### config.mk
export PLATFORM = sky130hd
export DESIGN_NAME = mux_scan_nx1
export DESIGN_NICKNAME = d
export VERILOG_FILES = /design/src/rtl/mux_scan_nx1.sv
export SDC_FILE = /design/constraint.sdc
export NUM_CORES = 1
export LEC_CHECK = 0
export ABC_AREA = 1
export ABC_CLOCK_PERIOD_IN_PS = 3000
export CAP_MARGIN = 20
export CORE_AREA = 2 2 51 53
export DETAILED_ROUTE_END_ITERATION = 7
export DIE_AREA = 0 0 53 55
export HOLD_SLACK_MARGIN = 0.15
export PLACE_DENSITY = 0.8
export SYNTH_ARGS = -nofsm -noshare
export SYNTH_HDL_FRONTEND = slang
export SYNTH_SLANG_ARGS = --single-unit
### constraint.sdc
create_clock -name clk -period 3 [get_ports clk]
set_input_delay 0.6 -clock clk [delete_from_list [all_inputs] [get_ports clk]]
set_output_delay 0.6 -clock clk [all_outputs]
set_load 0.02 [all_outputs]
### src/rtl/mux_scan_nx1.sv
// N-to-1 bit mux with registered output, manual or auto-scan channel select and a channel-change strobe.
// Optional macro MUX_SYNC_EN inserts a two-flop synchronizer on each used data input.
module mux_scan_nx1 #(
    parameter int NUM_CH   = 8,
    parameter int SCAN_DIV = 4
) (
    input  logic       clk,
    input  logic       rst_n,
    input  logic       ena,
    input  logic [7:0] ui_in,
    input  logic [7:0] uio_in,
    output logic [7:0] uo_out,
    output logic [7:0] uio_out,
    output logic [7:0] uio_oe
);
    localparam int         SEL_W    = $clog2(NUM_CH);
    localparam logic [7:0] DIV_LAST = 8'(SCAN_DIV - 1);

    logic [SEL_W-1:0]  idx_q, idx_d;
    logic [7:0]        div_cnt_q, div_cnt_d;
    logic              y_q, y_d;
    logic              chg_q, chg_d;
    logic              mode_q, mode_d;
    logic [NUM_CH-1:0] data;

    logic              auto_mode, hold;
    logic [SEL_W-1:0]  man_sel;

    assign auto_mode = uio_in[4];
    assign hold      = uio_in[5];
    assign man_sel   = uio_in[SEL_W-1:0];

`ifdef MUX_SYNC_EN
    logic [NUM_CH-1:0] sync1_q, sync1_d;
    logic [NUM_CH-1:0] sync2_q, sync2_d;

    always_comb begin
        sync1_d = ui_in[NUM_CH-1:0];
        sync2_d = sync1_q;
    end

    always_ff @(posedge clk) begin
        if (!rst_n) begin
            sync1_q <= '0;
            sync2_q <= '0;
        end else begin
            sync1_q <= sync1_d;
            sync2_q <= sync2_d;
        end
    end

    assign data = sync2_q;
`else
    assign data = ui_in[NUM_CH-1:0];
`endif

    // A manual->auto transition restarts the dwell counter even when hold is set.
    always_comb begin
        idx_d     = idx_q;
        div_cnt_d = div_cnt_q;
        mode_d    = auto_mode;
        if (!auto_mode) begin
            idx_d     = man_sel;
            div_cnt_d = 8'd0;
        end else if (!mode_q) begin
            div_cnt_d = 8'd0;
        end else if (!hold) begin
            if (div_cnt_q == DIV_LAST) begin
                div_cnt_d = 8'd0;
                idx_d     = idx_q + SEL_W'(1);
            end else begin
                div_cnt_d = div_cnt_q + 8'd1;
            end
        end
        y_d   = data[idx_q];
        chg_d = (idx_d != idx_q);
    end

    always_ff @(posedge clk) begin
        if (!rst_n) begin
            idx_q     <= '0;
            div_cnt_q <= 8'd0;
            y_q       <= 1'b0;
            chg_q     <= 1'b0;
            mode_q    <= 1'b0;
        end else begin
            idx_q     <= idx_d;
            div_cnt_q <= div_cnt_d;
            y_q       <= y_d;
            chg_q     <= chg_d;
            mode_q    <= mode_d;
        end
    end

    assign uo_out  = {3'b000, chg_q, 3'(idx_q), y_q};
    assign uio_out = 8'h00;
    assign uio_oe  = 8'h00;

    logic unused_ok;
    assign unused_ok = &{1'b0, ena, uio_in, ui_in};

endmodule

-- Word-level counts from Yosys, hierarchy flattened
Index checks and enable logic that the tools add are counted.
- multiplexer cells: 7
- add/sub/neg operators: 2
- $lt $le $gt $ge: 1
- reductions and logical operators: 1
- eq/ne operators: 2
- operators by type and width (cell ; number):
    $mux 3 ; 4
    $add 8x1->8 const B ; 1
    $eq 8x2->1 const B ; 1
    $mux 8 ; 1
    $lt 3x4->1 const B ; 1
    $add 3x1->3 const B ; 1
    $bmux 1 s3 ; 1
    $ne 3x3->1 ; 1
    $reduce_and 3->1 ; 1
    $mux 1 ; 1
- bits in registers: 14
- output and inout bits: 24

-- Depth between registers and ports, before layout
Gate-level depths: netlist of run 1.
- depth after elaboration: 6
- gate-level depth with buffers: 12
- mapped depth without buffers: 12

-- Least setup slack after synthesis of run 1
OpenSTA, ideal clock, no wires.
- path kind: flip-flop to flip-flop
- start: register idx_q[0]
- end: register chg_q
- path slack: 1582 ps
- buffers on the path: 0
- cell stages (with the launch flop): 10
- data arrival time: 1304 ps
- setup time: 114 ps
- clock period less this slack: 1418 ps
- cell sequence: dfxtp_1 ha_1 inv_1 nand3_1 nand3_2 nand2_1 nand2_1 nand3_1 nor2_1 nor2_1
- cells in the longest elaborated chain, start to end: 6
- RTL lines (what ; RTL line ; source):
    start, declared ; 19 ; logic [SEL_W-1:0] idx_q, idx_d;
    start signal, assigned ; 87 ; idx_q <= idx_d;
    $add 3x1->3 ; 70 ; idx_d = idx_q + SEL_W'(1);
    $mux 3 ; 68 ; if (div_cnt_q == DIV_LAST) begin
    $mux 3 ; 67 ; end else if (!hold) begin
    $mux 3 ; 65 ; end else if (!mode_q) begin
    $mux 3 ; 62 ; if (!auto_mode) begin
    $ne 3x3->1 * ; 76 ; chg_d = (idx_d != idx_q);
    end signal, assigned ; 90 ; chg_q <= chg_d;
    end, declared ; 22 ; logic chg_q, chg_d;
Every way passes the cells marked *; elsewhere a longest branch is shown, timed or not.
A chain may end at the register's enable or synchronous reset.

-- Final worst setup path of run 1
- start: register idx_q[0]
- end: output port uo_out[1]
- RTL lines (what ; RTL line ; source):
    end, declared ; 12 ; output logic [7:0] uo_out,
No word-level cell between the ends.

==> results.cfg, run 1 <==
[global_route]
grt_pass1_vias = 720
antenna_found_initial = 0
grt-ovfl-total = 0
track_usage_pct = 14.00
grt_max_degree = 10
grt_pass1_wl_mm = 2.884

[sta]
finalCritPeriodShare_pct = 68.32
finalCriticalPeriod_ns = 2.049
timing_hold_violations_final = 0
slew_viol_final = 0
fmax_mhz = 487.9
rsz0062_at_grt = false
setup_violations = 0
clock_skew_ns = 0.0006395
tns_ns = 0

[clock_tree]
cts_htree_levels = 1
post_cts_resized = 0
cts_buffers = 3
clk_latency_ns = 0.29
clockBufferDepth = 2
cts_setup_buffers = 0
clkTransAtPathRegs_ns = 0.09
cts_tree = yes
clockRootBuffer = clkbuf_4
holdBufCountCts = 0
clock-sinks = 14

[run]
maxCapViolations = 0

[route]
vias = 897
first_pass_iters = 4
wl_mm = 1.881
detail_route.iter0.violations = 15
avgRoutedWirePerCell_um = 9.452
ant_nets = 0
drc_errors = 0
viasPerCell = 4.508

[place]
port_buffers = 19
place_congestion = 0.7570
hpwlAfterDp_mm = 1.476
place_inst = 195

[power_and_ir_drop]
p_leak_uw = 0.0004817
peakVddDrop_mv = 0.1640
power.density_nw_per_um2 = 364.7

[layout]
fin_cells = 199
area_growth_pct = 17.42
nets = 191
fin_util_pct = 49.58
final_common_cell = nand2_1
drive_above_1_share_pct = 11.24
mostFrequentLayoutCells = 25 x nand2_1, 23 x nor2_1, 19 x conb_1, 19 x clkdlybuf4s50_1
antenna_cells = 0

[synth]
yosysSeqAreaShare_pct = 28.07
synth.distinct_cells = 24
yosys_warnings = 0
syn_inst = 149
syn_area_um2 = 998.5
synth-seq-cells = 14
synth_area_per_cell_um2 = 6.701

[die]
chipWidth_um = 53
coreArea_um2 = 2365
start_util_pct = 42.22
die_area_um2 = 2915
dieHeight_um = 55
io_pins = 43
rows = 18

[hold_path]
min_from = div_cnt_q[1]$_SDFFE_PN0N_
whs_endpoint = div_cnt_q[1]$_SDFFE_PN0N_
hold_class = flop to flop
whs_path_depth = 2

[worst_setup_path]
critPathSlowestCell = clkdlybuf4s50_1
r2r_slack_ns = 1.43
r2r-start = div_cnt_q[0]$_SDFFE_PN0N_
crit_family = buffers and inverters
crit_required_ns = 2.40
end_kind = primary output
start_kind = flop
crit_type = flop to primary output
cp_max_fo = 9
cp_data_arrival_time_ns = 1.45
path_buf_inv = 1
r2r_end = chg_q$_SDFF_PN0_
rr_worst_depth = 12
critPathMaxStageDelay_ns = 0.66
worstPathCellList = clkdlybuf4s50_1

[run_status]
outcome = finished, final reports clean
==> cell type report <==
cell class	instances	area, µm²
Clock buffer	4	36.28
Multi-Input combinational cell	113	556.8
Tap cell	30	37.54
Inverter	19	71.32
Fill cell	256	1192
Sequential cell	14	280.3
Timing Repair Buffer	19	190.2
==> Yosys cell counts <==
cell type,number,area [µm²]
nand2_1,25,93.84
nor2_1,23,86.33
buf_4,21,157.7
dfxtp_1,14,280.3
inv_1,14,52.55
nand3_1,7,35.03
o21ai_0,7,35.03
a21oi_1,5,25.02
inv_2,4,15.01
nor3b_1,4,30.03
o211ai_1,4,30.03
nor2_2,3,18.77
ha_1,2,25.02
nand2_2,2,12.51
nand3_2,2,20.02
nor3_1,2,10.01
or2_2,2,12.51
xor2_1,2,17.52
a31oi_1,1,6.260
clkinv_1,1,3.750
conb_1,1,3.750
nor2_4,1,11.26
nor3_2,1,10.01
o22ai_1,1,6.260
==> flip-flops by register name, summed over array words and instances, names as in the netlist <==
name and count:
chg_q 1, div_cnt_q 8, idx_q 3, mode_q 1, y_q 1
==> power by group <==
group / switching (µW) / internal [µW]
clock: 68.1 / 74.0
sequential: 5.52 / 192
combinational: 52.3 / 35.9
==> per-layer routing <==
layer | up-vias | share of wire [%] | GRT usage (%)
met4 | 0 | 3.1 | 10.26
met5 | - | 0 | 0
li1 | 476 | - | -
met3 | 5 | 3.9 | 1.613
met1 | 393 | 44 | 17.24
met2 | 23 | 49 | 22.71
==> worst max-delay path by stage <==
stage	start	endpoint	slack [ns]	depth (start not counted)
after floorplan	idx_q[0]$_SDFF_PN0_	chg_q$_SDFF_PN0_	1.58	9
after CTS	idx_q[0]$_SDFF_PN0_	uo_out[1]	0.94	1
after global placement	uio_in[5]	div_cnt_q[6]$_SDFFE_PN0N_	0.96	8
after detailed placement	uio_in[5]	div_cnt_q[6]$_SDFFE_PN0N_	0.96	8
after global routing	idx_q[0]$_SDFF_PN0_	uo_out[1]	0.86	1
final	idx_q[0]$_SDFF_PN0_	uo_out[1]	0.95	1
==> through the flow <==
step	setup slack [ns]	total power [µW]	area (µm²)	hold WS, ns
after global placement	0.9574	288.3	1136	0.4802
final	0.9505	427.6	1172	0.5015
after detailed placement	0.9632	289.0	1136	0.4875
after global routing	0.8640	450.1	1172	0.5546
after CTS	0.9367	431.6	1172	0.5027
after floorplan	1.582	276.1	1066	0.4586
==> kinds of logic (layout without fill, tap and decap cells) <==
family / count (synthesis) / count (layout) / synth area share [%]
buffers and inverters: 40 / 42 / 22.93
AOI/OAI and AO/OA: 18 / 18 / 10.28
DFF: 14 / 14 / 28.07
adders and majority gates: 2 / 2 / 2.506
and+or+nand+nor: 72 / 72 / 34.08
xor gates and xnor gates: 2 / 2 / 1.755
other: 1 / 19 / 0.3756
Power figures use the tool's default switching activity.
==> run 2: changes to the inputs <==
- ABC_CLOCK_PERIOD_IN_PS: 3000 -> 2000
- CORE_AREA: 2 2 51 53 -> 2 2 52 54
- DIE_AREA: 0 0 53 55 -> 0 0 54 56
- PLACE_DENSITY: 0.8 -> 0.78
- clock period: 3 -> 2 ns (I/O delays scaled with it)
==> results.cfg, run 2 (synthesis results as in run 1) <==
[clock_tree]
clockBufferDepth = 2
cts_setup_buffers = 0
clockRootBuffer = clkbuf_4
clock-sinks = 14
clkTransAtPathRegs_ns = 0.09
cts_buffers = 3
cts_htree_levels = 1
holdBufCountCts = 0
clk_latency_ns = 0.28
post_cts_resized = 0
cts_tree = yes

[route]
vias = 876
first_pass_iters = 4
avgRoutedWirePerCell_um = 9.261
detail_route.iter0.violations = 16
wl_mm = 1.843
viasPerCell = 4.402
ant_nets = 0
drc_errors = 0

[worst_setup_path]
rr_worst_depth = 12
r2r_slack_ns = 0.50
end_kind = primary output
cp_data_arrival_time_ns = 1.37
crit_required_ns = 1.60
cp_max_fo = 6
path_buf_inv = 1
crit_type = flop to primary output
r2r_end = chg_q$_SDFF_PN0_
r2r-start = div_cnt_q[1]$_SDFFE_PN0N_
critPathSlowestCell = clkdlybuf4s50_1
worstPathCellList = clkdlybuf4s50_1
crit_family = buffers and inverters
critPathMaxStageDelay_ns = 0.64
start_kind = flop

[global_route]
track_usage_pct = 13.15
grt_pass1_vias = 751
antenna_found_initial = 0
grt_max_degree = 8
grt-ovfl-total = 0
grt_pass1_wl_mm = 3.056

[hold_path]
min_from = div_cnt_q[1]$_SDFFE_PN0N_
hold_class = flop to flop
whs_endpoint = div_cnt_q[1]$_SDFFE_PN0N_
whs_path_depth = 2

[die]
die_area_um2 = 3024
io_pins = 43
chipWidth_um = 54
start_util_pct = 41.05
dieHeight_um = 56
rows = 18
coreArea_um2 = 2432

[sta]
slew_viol_final = 0
clock_skew_ns = 0.003282
setup_violations = 0
finalCriticalPeriod_ns = 1.768
finalCritPeriodShare_pct = 88.40
fmax_mhz = 565.6
rsz0062_at_grt = false
tns_ns = 0
timing_hold_violations_final = 0
hold_ws_ns = 0.5029

[layout]
fin_cells = 199
fin_util_pct = 47.94
mostFrequentLayoutCells = 25 x nand2_1, 23 x nor2_1, 19 x conb_1, 19 x clkdlybuf4s50_1
top_regs = div_cnt_q (8), idx_q (3)
final_common_cell = nand2_1
area_growth_pct = 16.79
top_register = div_cnt_q
drive_above_1_share_pct = 11.24
final_area_um2 = 1166
nets = 192
largest_reg_flops = 8
antenna_cells = 0

[power_and_ir_drop]
cell_internal_pwr_uw = 412.4
swShare_pct = 30.43
sequentialPowerShare_pct = 49.7
power.density_nw_per_um2 = 508.3
power_frac_comb_pct = 22.6
p_switching_uw = 180.4
p_leak_uw = 0.0004798
power.share.clock_pct = 27.7
peakVddDrop_mv = 0.2064

[run]
maxCapViolations = 0

[place]
hpwlAfterDp_mm = 1.473
place_congestion = 0.8586
port_buffers = 19
place_inst = 196
dpl-instance-area_um2 = 1144

[run_status]
outcome = finished, final reports clean
run 2: cell count changes in the layout (fill, tap and decap cells not counted):
cell      delta
clkbuf_8     -1
buf_4        +1
run 2: how the worst max path moves through the flow:
stage	startpoint	end	slack, ns	cells past startpoint
2_1_floorplan	idx_q[0]$_SDFF_PN0_	chg_q$_SDFF_PN0_	0.58	9
3_3_place_gp	uio_in[5]	div_cnt_q[6]$_SDFFE_PN0N_	0.17	8
3_5_place_dp	uio_in[5]	div_cnt_q[6]$_SDFFE_PN0N_	0.17	8
4_1_cts	idx_q[1]$_SDFF_PN0_	uo_out[2]	0.23	1
5_1_grt	idx_q[1]$_SDFF_PN0_	uo_out[2]	0.19	1
6_report	idx_q[1]$_SDFF_PN0_	uo_out[2]	0.23	1
run 2: layout make-up:
cell class | instances | area, µm²
well taps | 30 | 37.54
clock buffers | 3 | 22.52
flip-flops and latches | 14 | 280.3
multi-input cells | 113 | 556.8
fillers | 269 | 1266
repair buffers | 20 | 197.7
inverters | 19 | 71.32
run 2: tightest hold or removal path, cell delays in order, from the launching register on:
cell     delay (ns)
dfxtp_1        0.34
nand2_1        0.07
a21oi_1        0.06
run 2: stage by stage:
stage / setup slack [ns] / total power [µW]
finish: 0.2320 / 592.8
global route: 0.1877 / 621.6
CTS: 0.2292 / 593.6
detailed placement: 0.1699 / 435.1
global placement: 0.1676 / 434.5
floorplan: 0.5823 / 414.2
run 2: metal layers:
layer	vias to the layer above	global-route usage, %	wire, µm
met4	0	5.357	40
li1	471	-	-
met3	5	2.419	79
met5	-	0	0
met2	24	19.69	841
met1	376	18.14	882
run 2: power groups by stage:
stage	clock network [µW]	registers (µW)	logic (µW)
finish	164	295	134
global route	176	296	150
CTS	165	295	134
detailed placement	0	302	134
global placement	0	301	133
floorplan	0	304	110
==> run 3: changes to the inputs <==
- CTS_BUF_LIST: not set -> sky130_fd_sc_hd__clkbuf_16
- GPL_ROUTABILITY_DRIVEN: not set -> 0
==> results.cfg, run 3 (synthesis results as in run 1) <==
[run_status]
outcome = finished, final reports clean

[hold_path]
min_from = div_cnt_q[1]$_SDFFE_PN0N_
whs_path_depth = 2
whs_endpoint = div_cnt_q[1]$_SDFFE_PN0N_
hold_class = flop to flop

[power_and_ir_drop]
p_leak_uw = 0.0005029
peakVddDrop_mv = 0.3302
power.density_nw_per_um2 = 659.2

[route]
route.met2.wl_um = 946
viasPerCell = 4.447
ant_nets = 0
wl_mm = 1.937
vias = 885
first_pass_iters = 4
drc_errors = 0
avgRoutedWirePerCell_um = 9.734
met1_length_um = 887
highest_layer = met4
detail_route.iter0.violations = 17
met3_wirelength_um = 71

[sta]
hold_ws_ns = 0.4970
timing_hold_violations_final = 0
fin_ws_ns = 0.2793
finalCriticalPeriod_ns = 1.721
rsz0062_at_grt = false
finalCritPeriodShare_pct = 86.04
tns_ns = 0
slew_viol_final = 0
clock_skew_ns = 0.003371
fmax_mhz = 581.1
setup_violations = 0

[layout]
mostFrequentLayoutCells = 25 x nand2_1, 23 x nor2_1, 19 x conb_1, 19 x clkdlybuf4s50_1
largest_reg_flops = 8
drive_above_1_share_pct = 11.24
top_register = div_cnt_q
fillers = 256
fin_cells = 199
final_common_cell = nand2_1
final_area_um2 = 1219
antenna_cells = 0
top_regs = div_cnt_q (8), idx_q (3)
nets = 192
area_growth_pct = 22.06

[global_route]
antenna_found_initial = 0
grt_pass1_vias = 771
grt_max_degree = 8
grt_pass1_wl_mm = 3.187
track_usage_pct = 13.73
grt-ovfl-total = 0

[place]
hpwlAfterDp_mm = 1.473
place_inst = 196
dpl-instance-area_um2 = 1144
dpl_worst_slack_ns = 0.1699
port_buffers = 19

[worst_setup_path]
crit_required_ns = 1.60
crit_family = buffers and inverters
path_buf_inv = 1
end_kind = primary output
start_kind = flop
worstPathCellList = clkdlybuf4s50_1
rr_worst_depth = 12
critPathSlowestCell = clkdlybuf4s50_1
r2r_end = chg_q$_SDFF_PN0_
r2r-start = div_cnt_q[1]$_SDFFE_PN0N_
cp_data_arrival_time_ns = 1.32
r2r_slack_ns = 0.45
cp_max_fo = 6
crit_type = flop to primary output
critPathMaxStageDelay_ns = 0.65

[die]
start_util_pct = 41.05
io_pins = 43
chipWidth_um = 54
die_area_um2 = 3024
coreArea_um2 = 2432
rows = 18
dieHeight_um = 56

[run]
maxCapViolations = 0

[clock_tree]
clock-sinks = 14
cts_tree = yes
clkTransAtPathRegs_ns = 0.05
cts_setup_buffers = 0
clk_latency_ns = 0.24
clockBufferDepth = 2
cts_htree_levels = 1
cts_buffers = 3
clockRootBuffer = clkbuf_16
post_cts_resized = 0
holdBufCountCts = 0
run 3: cell counts in the layout (fill, tap and decap cells not counted):
No cell type changed its count.
run 3: power breakdown:
group | internal (µW) | switching (µW) | total, µW | leakage [µW]
logic | 55.0 | 80.0 | 135 | 0.000352
clock network | 261 | 111 | 372 | 0.0000370
registers | 289 | 7.57 | 296 | 0.000114
run 3: worst max path at each step:
stage,from,to,slack (ns),cells after the start
finish,idx_q[1]$_SDFF_PN0_,uo_out[2],0.28,1
global route,uio_in[5],div_cnt_q[6]$_SDFFE_PN0N_,0.19,8
CTS,idx_q[0]$_SDFF_PN0_,uo_out[1],0.28,1
detailed placement,uio_in[5],div_cnt_q[6]$_SDFFE_PN0N_,0.17,8
global placement,uio_in[5],div_cnt_q[6]$_SDFFE_PN0N_,0.17,8
floorplan,idx_q[0]$_SDFF_PN0_,chg_q$_SDFF_PN0_,0.58,9
run 3: through the flow:
step,total power [µW],util [%]
after floorplan,414.2,-
after global placement,434.5,47.02
after detailed placement,435.1,47.02
after CTS,806.0,50.10
after global routing,832.0,50.10
final,803.4,50.10
run 3: tightest hold or removal path, stage by stage, from the launching register on:
cell and delay [ns]:
dfxtp_1 0.32, nand2_1 0.07, a21oi_1 0.06
run 3: metal layers:
metal | vias up | track usage (%)
li1 | 470 | -
met1 | 390 | 18.14
met2 | 21 | 21.60
met3 | 4 | 1.613
met4 | 0 | 6.429
met5 | - | 0
run 3: layout make-up:
| class | count | area (µm²) | share of cell area (%) |
|---|---|---|---|
| sequential | 14 | 280.3 | 23.00 |
| timing repair buffer | 20 | 197.7 | 16.22 |
| clock buffer | 3 | 75.07 | 6.160 |
| inverter | 19 | 71.32 | 5.852 |
| multi-input combinational | 113 | 556.8 | 45.69 |
| tap | 30 | 37.54 | 3.080 |
